<file path="config.mk">
export PLATFORM = sky130hd
export DESIGN_NAME = gun_pos_integrator
export DESIGN_NICKNAME = d
export VERILOG_FILES = /design/src/rtl/gun_pos_integrator.sv
export SDC_FILE = /design/constraint.sdc
export NUM_CORES = 1
export LEC_CHECK = 0
export ABC_CLOCK_PERIOD_IN_PS = 3100
export CORE_AREA = 2 2 85 87
export DETAILED_ROUTE_END_ITERATION = 16
export DIE_AREA = 0 0 87 89
export PLACE_DENSITY_LB_ADDON = 0.15
export SYNTH_ARGS = -nofsm -noshare
export SYNTH_HDL_FRONTEND = slang
export SYNTH_SLANG_ARGS = --single-unit
</file>
<file path="constraint.sdc">
create_clock -name clk_sys -period 3.1 [get_ports clk_sys]
set_input_delay 0.93 -clock clk_sys [delete_from_list [all_inputs] [get_ports clk_sys]]
set_output_delay 0.93 -clock clk_sys [all_outputs]
set_load 0.01 [all_outputs]
</file>
<file path="src/rtl/gun_pos_integrator.sv">
// Light-gun crosshair generator: integrates digital directions or follows an analog
// stick into saturating H/V coordinates, updating once per rising edge of tick.
module gun_pos_integrator #(
  parameter int POS_W      = 6,
  parameter int DIV_MAX    = 4,
  parameter int ACCEL_HOLD = 8,
  parameter int DEADZONE   = 4
) (
  input  logic             clk_sys,
  input  logic             reset,
  input  logic             tick,
  input  logic             mode_analog,
  input  logic             accel_en,
  input  logic             recenter,
  input  logic             m_left,
  input  logic             m_right,
  input  logic             m_up,
  input  logic             m_down,
  input  logic [7:0]       ana_x,
  input  logic [7:0]       ana_y,
  output logic [POS_W-1:0] gun_h,
  output logic [POS_W-1:0] gun_v,
  output logic             moving
);

  localparam int DW = (DIV_MAX > 1) ? $clog2(DIV_MAX) : 1;
  localparam int HW = $clog2(2 * ACCEL_HOLD + 1);
  // Sum width must hold max position plus the largest step (4) without wrapping.
  localparam int AW = (POS_W + 2 < 4) ? 4 : POS_W + 2;

  localparam logic [POS_W-1:0] CENTER   = POS_W'(2 ** (POS_W - 1));
  localparam logic [AW-1:0]    MAX_POS  = AW'(2 ** POS_W - 1);
  localparam logic [DW-1:0]    DIV_LAST = DW'(DIV_MAX - 1);
  localparam logic [HW-1:0]    HOLD_1   = HW'(ACCEL_HOLD);
  localparam logic [HW-1:0]    HOLD_SAT = HW'(2 * ACCEL_HOLD);

  typedef struct packed {
    logic [POS_W-1:0] pos;
    logic [DW-1:0]    div;
    logic [HW-1:0]    hold;
  } axis_t;

  localparam axis_t AXIS_RST = '{pos: CENTER, div: '0, hold: '0};

  axis_t h_q, v_q, h_d, v_d;
  logic  tick_d;
  logic  upd;
  logic  moving_d;

  function automatic axis_t dig_axis(axis_t cur, logic plus, logic minus, logic accel);
    axis_t         nx;
    logic [2:0]    mag;
    logic [AW-1:0] base;
    logic [AW-1:0] sum;
    nx = cur;
    if (plus ^ minus) begin
      if (cur.div == '0) begin
        if (!accel || cur.hold < HOLD_1) mag = 3'd1;
        else if (cur.hold < HOLD_SAT)    mag = 3'd2;
        else                             mag = 3'd4;
        base = AW'(cur.pos);
        if (plus) begin
          sum    = base + AW'(mag);
          nx.pos = (sum > MAX_POS) ? MAX_POS[POS_W-1:0] : sum[POS_W-1:0];
        end else begin
          sum    = base - AW'(mag);
          nx.pos = (AW'(mag) > base) ? '0 : sum[POS_W-1:0];
        end
        nx.hold = (cur.hold == HOLD_SAT) ? cur.hold : cur.hold + 1'b1;
      end
      nx.div = (cur.div == DIV_LAST) ? '0 : cur.div + 1'b1;
    end else begin
      nx.div  = '0;
      nx.hold = '0;
    end
    return nx;
  endfunction

  // Offset-binary top bits; magnitude is taken in 9 bits so -128 reads as 128.
  function automatic axis_t ana_axis(logic [7:0] a);
    axis_t      nx;
    logic [8:0] absv;
    logic [7:0] ob;
    absv = a[7] ? (9'd0 - {a[7], a}) : {1'b0, a};
    ob   = {~a[7], a[6:0]};
    nx   = AXIS_RST;
    if (absv >= 9'(DEADZONE)) nx.pos = ob[7 -: POS_W];
    return nx;
  endfunction

  assign upd = tick & ~tick_d;

  always_comb begin
    h_d      = h_q;
    v_d      = v_q;
    moving_d = moving;
    if (upd) begin
      if (recenter) begin
        h_d = AXIS_RST;
        v_d = AXIS_RST;
      end else if (mode_analog) begin
        h_d = ana_axis(ana_x);
        v_d = ana_axis(ana_y);
      end else begin
        h_d = dig_axis(h_q, m_right, m_left, accel_en);
        v_d = dig_axis(v_q, m_down, m_up, accel_en);
      end
      moving_d = (h_d.pos != h_q.pos) || (v_d.pos != v_q.pos);
    end
  end

  always_ff @(posedge clk_sys or posedge reset) begin
    if (reset) begin
      tick_d <= 1'b0;
      h_q    <= AXIS_RST;
      v_q    <= AXIS_RST;
      moving <= 1'b0;
    end else begin
      tick_d <= tick;
      h_q    <= h_d;
      v_q    <= v_d;
      moving <= moving_d;
    end
  end

  assign gun_h = h_q.pos;
  assign gun_v = v_q.pos;

endmodule

</file>
# After elaboration in Yosys (flattened, before gate mapping)
# Cells that the tools add are included.
# classes
addsub	10
magnitude_cmp	10
eq_ne	10
n_mux	42
bitwise	6
reduce_logical	8
# ops
cell	n
$mux W13	6
$mux W6	12
$mux W3	14
$mux W5	4
$ge A9 B3 Y1 const B	2
$mux W9	2
$sub A1 B8 Y9 const A	2
$add A6 B3 Y7	2
$gt A7 B6 Y1 const B	2
$mux W7	2
$gt A3 B6 Y1	2
$ne A6 B6 Y1	2
$sub A6 B3 Y6	2
$add A5 B1 Y5 const B	2
$eq A5 B5 Y1 const B	2
$lt A5 B4 Y1 const B	2
$lt A5 B5 Y1 const B	2
$ne A5 B4 Y1 const B	2
$ne A5 B5 Y1 const B	2
$reduce_and A3 Y1	2
$add A2 B1 Y2 const B	2
$eq A2 B2 Y1 const B	2
$logic_not A2 Y1	2
$mux W2	2
5 further kinds	10
# word_totals
register_bits	28
input_bits	26
output_inout_bits	13
elab_cells	94

# Logic depth before layout (Yosys ltp)
# Gate-level depths: netlist of the first run.
# depth
word_depth	19
mapped_depth	11
depth_no_buf	11

# Worst setup path before layout of the first run
# Ideal clock, no wire load.
# synth_path
kind	input -> register
startpoint	input port accel_en
endpoint	register moving
setup_ns	0.082
arrival_ns	3.106
required_time_ns	3.018
path_slack_ns	-0.088
path_stages	10
n_path_buf	0
cell_sequence	o21ai_0 > or2_2 > ha_1 > nor3b_1 > o311ai_0 > or4_1 > o2111ai_1 > nor4_1 > and4_1 > a31oi_1
# synth_between
elab_chain_len	19
elab_cells_between_ends	42
classes_between	add/sub (4); order compare (4); eq/ne (2); mux (28); reduce/logical (4)
# synth_rtl
item	line	source
start, declared	13	input logic accel_en,
$logic_not A1 Y1 (*)	58	if (!accel || cur.hold < HOLD_1) mag = 3'd1;
$logic_or A1 B1 Y1	58	
$mux W3	58	
$mux W3	57	if (cur.div == '0) begin
$mux W3	56	if (plus ^ minus) begin
$mux W3	101	end else if (mode_analog) begin
$mux W3	98	if (recenter) begin
$mux W3	97	if (upd) begin
[3 not listed]	-	
$mux W6	62	if (plus) begin
$mux W6	57	
$mux W6	56	
$mux W13	101	
$mux W13	98	
$mux W13	97	
$ne A6 B6 Y1	108	moving_d = (h_d.pos != h_q.pos) || (v_d.pos != v_q.pos);
$logic_or A1 B1 Y1 (*)	108	
end signal, assigned	122	moving <= moving_d;
end, declared	23	output logic moving
# Every way passes the cells marked *; elsewhere a longest branch is shown, timed or not. The select of a mux whose other input is x is not followed.
# A chain may end at the register's enable or synchronous reset.

# Final worst setup path of the first run
# layout_path
startpoint	input port m_down
endpoint	register moving
# layout_between
elab_chain_len	8
elab_cells_between_ends	9
classes_between	eq/ne (1); mux (6); bitwise (1); reduce/logical (1)
# layout_rtl
item	line	source
start, declared	18	input logic m_down,
$mux W6	62	
$mux W6	57	
$mux W6 (*)	56	
$mux W13 (*)	101	
$mux W13 (*)	98	
$mux W13 (*)	97	
$ne A6 B6 Y1 (*)	108	
$logic_or A1 B1 Y1 (*)	108	
# Marks and branches as above.

==> results.md, run 1 <==
| Result | This run | Unit |
|---|---|---|
| Status | finished clean | - |
| Core region area | 6719 | sq um |
| Final design instance area without fill | 4459 | sq um |
| Max transition margin | 0.6250 | - |
| Placement-stage cell area | 4189 | sq um |
| Worst endpoint required time | 3.26 | ns |
| Worst setup slack before clock tree synthesis | -0.8143 | ns |
| Total negative slack | 0 | ns |
| Period utilisation layout | 0.9740 | - |
| Placer's final routability congestion estimate | 0.9279 | - |
| Synthesized area per cell | 7.741 | sq um |
| Number of placement rows | 30 | - |
| Clock tree skew after final layout | 0.005962 | ns |
| Cells after synthesis | 433 | - |
| Total standard cell area after synthesis | 3352 | sq um |
| Die Outline Area | 7743 | sq um |
| Drt initial violations | 309 | - |
| HPWL after DPL | 7896 | um |
| Final setup slack of the worst path | 0.08054 | ns |
| Fin crit period | 3.019 | ns |
| Distinct cells, synth | 80 | - |
| Total vias in the final route | 3682 | - |
| Number of maximum-capacitance violations | 0 | - |
| Clock buffers created by TritonCTS | 3 | - |
| Number of failing hold endpoints at the final stage | 0 | - |
| Count of antenna diodes in the layout | 0 | - |
| H-tree depth reported by CTS | 1 | - |
| Maximum number of pins on one net before global-route repair | 29 | - |
| Number of routed nets with antenna violations | 0 | - |
| Number of setup violations in the final report | 0 | - |
| Layout Nets | 570 | - |
| Achievable Freq | 0.3312 | GHz |
| TritonCTS clock tree | yes | - |
| Residual overflow from global routing | 0 | - |
| Number of slew-limit violations in the final report | 0 | - |
| Fraction of registers with async set or reset after synthesis | 1.000 | - |
| Clock buffer depth | 2 | - |
| Die height | 89 | um |
| Post-synthesis net count | 485 | - |
| Fill count | 586 | - |
| Number of buffer cells added on primary ports | 38 | - |
| Most instantiated flip-flop cell in the synthesis netlist | sky130_fd_sc_hd__dfrtp_1 | - |
| Horizontal die dimension | 87 | um |
| Critical-path maximum fanout | 5 | - |
| Pin slew with the least headroom to its limit | 0.5624 | ns |
| Clock root buffer | sky130_fd_sc_hd__clkbuf_8 | - |
| Kind of end point of the critical path | flip-flop | - |
| Clk Latency, worst-skew pair | 0.28 | ns |
| Startpoint kind of the worst setup timing path | primary input | - |
| CP Class | in -> reg | - |
| Clock sink count | 28 | - |
| Number of global-route vias before repair | 3411 | - |
| Register area share after synthesis | 0.2098 | - |
| Overall routed net length | 10580 | um |
| Area delta synth->final | 33.03 | % |
| Gr usage total | 0.2714 | - |
| Number of search-and-repair iterations in the first detailed-routing pass | 5 | - |
| Number of buffers added to fix hold violations after cts | 0 | - |
| Power density of the placed cells | 364.8 | nW/um^2 |
| Via density per instance | 6.168 | - |
| Yosys warnings | 0 | - |
| Class of the tightest hold or removal check | reg -> reg | - |
| Wirelength per Cell | 17.73 | um |
| Wire length of the first global-routing pass | 16660 | um |
| Flop and latch count out of synthesis | 28 | - |
| DRC violation count after routing | 0 | - |
| Final-layout worst hold slack | 0.5183 | ns |
| Overall power | 1.627 | mW |
| Leakage Power | 1.922 | nW |
| Share of post-route cells with drive strength above 1 | 0.2495 | - |
| Highest ir drop seen on vdd | 0.2870 | mV |
| Number of antenna violations at the first check in global routing | 0 | - |
| Clock-pin slew reported for the worst setup and hold paths after clock tree synthesis | 0.11 | ns |
| Number of enable-type register cells in the synthesized netlist | 0 | - |
| Starting Density | 0.4989 | - |
| Top-level port count | 39 | - |
| Crit path DAT | 3.18 | ns |
==> through the flow <==
step	utilization	instances
finish	0.6637	597
global route	0.6637	597
CTS	0.6449	594
detailed placement	0.6235	590
global placement	0.6235	590
floorplan	-	433
==> placed cells by master (no fill, tap or decap), drive strengths merged, types with 4 or more instances in the layout <==
cell	count
buf	75
inv	40
clkdlybuf4s50	37
o21ai	36
nand2	35
dfrtp	26
nor2	23
ha	22
a21oi	16
nand4	12
nand3	11
nor3	10
nand2b	9
nor2b	9
or3	9
a211oi	9
xor2	8
a31oi	8
o211ai	7
nor4	7
xnor2	5
o221ai	5
or4	5
o2111ai	4
o31ai	4
fa	4
or2	4
clkbuf	4
==> sequential cells by signal, indices dropped and copies added (netlist names) <==
signal  flops
tick_d      1
moving      1
gun_v       6
h_q         7
v_q         7
gun_h       6
==> critical path: stages <==
cell and delay [ns]:
sky130_fd_sc_hd__clkdlybuf4s50_1 0.61, sky130_fd_sc_hd__xor2_1 0.27, sky130_fd_sc_hd__a211oi_1 0.13, sky130_fd_sc_hd__nor4_1 0.51, sky130_fd_sc_hd__and2_1 0.22, sky130_fd_sc_hd__a31oi_2 0.12, sky130_fd_sc_hd__nor4_1 0.26, sky130_fd_sc_hd__a31oi_1 0.13
==> what timing repair did <==
item | in CTS | in global routing
buffers inserted | 0 | 3
resized for setup | 24 | 21
pin swaps | 8 | 15
gates cloned | 0 | 0
setup endpoints to repair | 13 | 2
==> final cells by class <==
cell class | count | area, sq um | share of cell area
clock buffers | 3 | 41.29 | 0.009259
clock inverters | 1 | 30.03 | 0.006734
inverters | 41 | 153.9 | 0.03451
multi-input cells | 331 | 2486 | 0.5575
flip-flops and latches | 28 | 703.2 | 0.1577
well taps | 80 | 100.1 | 0.02245
repair buffers | 113 | 944.7 | 0.2118
==> power breakdown <==
part	leakage, nW	switching, mW	internal, mW	total, mW
clock network	0.0357	0.124	0.173	0.297
registers	0.363	0.0842	0.400	0.485
logic	1.52	0.425	0.421	0.845
==> synth_stat cells, types with 3 or more instances <==
cell | count | share of area
sky130_fd_sc_hd__xnor2_1 | 5 | 0.013
sky130_fd_sc_hd__nor4_1 | 6 | 0.011
sky130_fd_sc_hd__or4_1 | 4 | 0.0090
sky130_fd_sc_hd__clkbuf_1 | 14 | 0.016
sky130_fd_sc_hd__o31ai_1 | 4 | 0.0090
sky130_fd_sc_hd__o2111ai_1 | 4 | 0.010
sky130_fd_sc_hd__o21bai_1 | 3 | 0.0067
sky130_fd_sc_hd__a21oi_1 | 16 | 0.024
sky130_fd_sc_hd__nor2_1 | 23 | 0.026
sky130_fd_sc_hd__a211oi_1 | 8 | 0.018
sky130_fd_sc_hd__o211ai_1 | 7 | 0.016
sky130_fd_sc_hd__and2_1 | 3 | 0.0056
sky130_fd_sc_hd__fa_1 | 4 | 0.024
sky130_fd_sc_hd__nand2b_1 | 9 | 0.017
sky130_fd_sc_hd__or3_1 | 8 | 0.015
sky130_fd_sc_hd__o21ai_0 | 33 | 0.049
sky130_fd_sc_hd__nand3_1 | 11 | 0.016
sky130_fd_sc_hd__o22ai_1 | 3 | 0.0056
sky130_fd_sc_hd__nor2b_1 | 9 | 0.017
sky130_fd_sc_hd__or2_2 | 4 | 0.0075
sky130_fd_sc_hd__nand4b_1 | 3 | 0.0078
sky130_fd_sc_hd__nand2_1 | 35 | 0.039
sky130_fd_sc_hd__nor3_1 | 10 | 0.015
sky130_fd_sc_hd__inv_1 | 40 | 0.045
sky130_fd_sc_hd__a21bo_2 | 3 | 0.0090
sky130_fd_sc_hd__mux2i_1 | 3 | 0.0090
sky130_fd_sc_hd__a22oi_1 | 3 | 0.0067
sky130_fd_sc_hd__a31oi_1 | 8 | 0.015
sky130_fd_sc_hd__dfrtp_1 | 26 | 0.19
sky130_fd_sc_hd__buf_2 | 4 | 0.0060
sky130_fd_sc_hd__xor2_1 | 8 | 0.021
sky130_fd_sc_hd__o221ai_1 | 5 | 0.013
sky130_fd_sc_hd__ha_1 | 22 | 0.082
sky130_fd_sc_hd__buf_4 | 12 | 0.027
sky130_fd_sc_hd__o21ai_1 | 3 | 0.0045
sky130_fd_sc_hd__nand4_1 | 12 | 0.022
==> logic make-up after synthesis <==
| logic type | after synthesis | synth area share |
|---|---|---|
| AOI/OAI and AO/OA | 133 | 0.2788 |
| xor gates and xnor gates | 13 | 0.03397 |
| adders and majority gates | 26 | 0.1060 |
| buffers and inverters | 74 | 0.1023 |
| DFF | 28 | 0.2098 |
| muxes | 5 | 0.01568 |
| and+or+nand+nor | 154 | 0.2535 |
==> final timing paths <==
path	startpoint	endpoint	slack, ns	depth (start not counted)
worst max-delay path	m_down	moving	0.08	8
worst max register to register	h_q[4]	moving	0.37	12
worst min register to register	v_q[5]	v_q[5]	0.52	1
min in group asynchronous	reset	h_q[0]	1.01	3
worst min-delay path	v_q[5]	v_q[5]	0.52	1
max in group asynchronous	reset	gun_h[5]	1.76	3
==> routing by layer <==
layer | share of wire | vias to the layer above | GRT usage
met3 | 0.067 | 23 | 0.03509
met4 | 0.016 | 0 | 0.04261
met1 | 0.44 | 1743 | 0.3738
met2 | 0.47 | 167 | 0.4656
met5 | 0 | - | 0
li1 | - | 1749 | -
No activity file was read; power rests on OpenSTA's default activity.
==> inputs of run 2 (changes only) <==
--- a/config.mk
+++ b/config.mk
@@ -9,6 +9,7 @@
 export CORE_AREA = 2 2 85 87
 export DETAILED_ROUTE_END_ITERATION = 16
 export DIE_AREA = 0 0 87 89
+export HOLD_SLACK_MARGIN = 0.02
 export PLACE_DENSITY_LB_ADDON = 0.15
 export SYNTH_ARGS = -nofsm -noshare
 export SYNTH_HDL_FRONTEND = slang
==> results of run 2 <==
Final layout, timing and power as in run 1 (identical DEF).
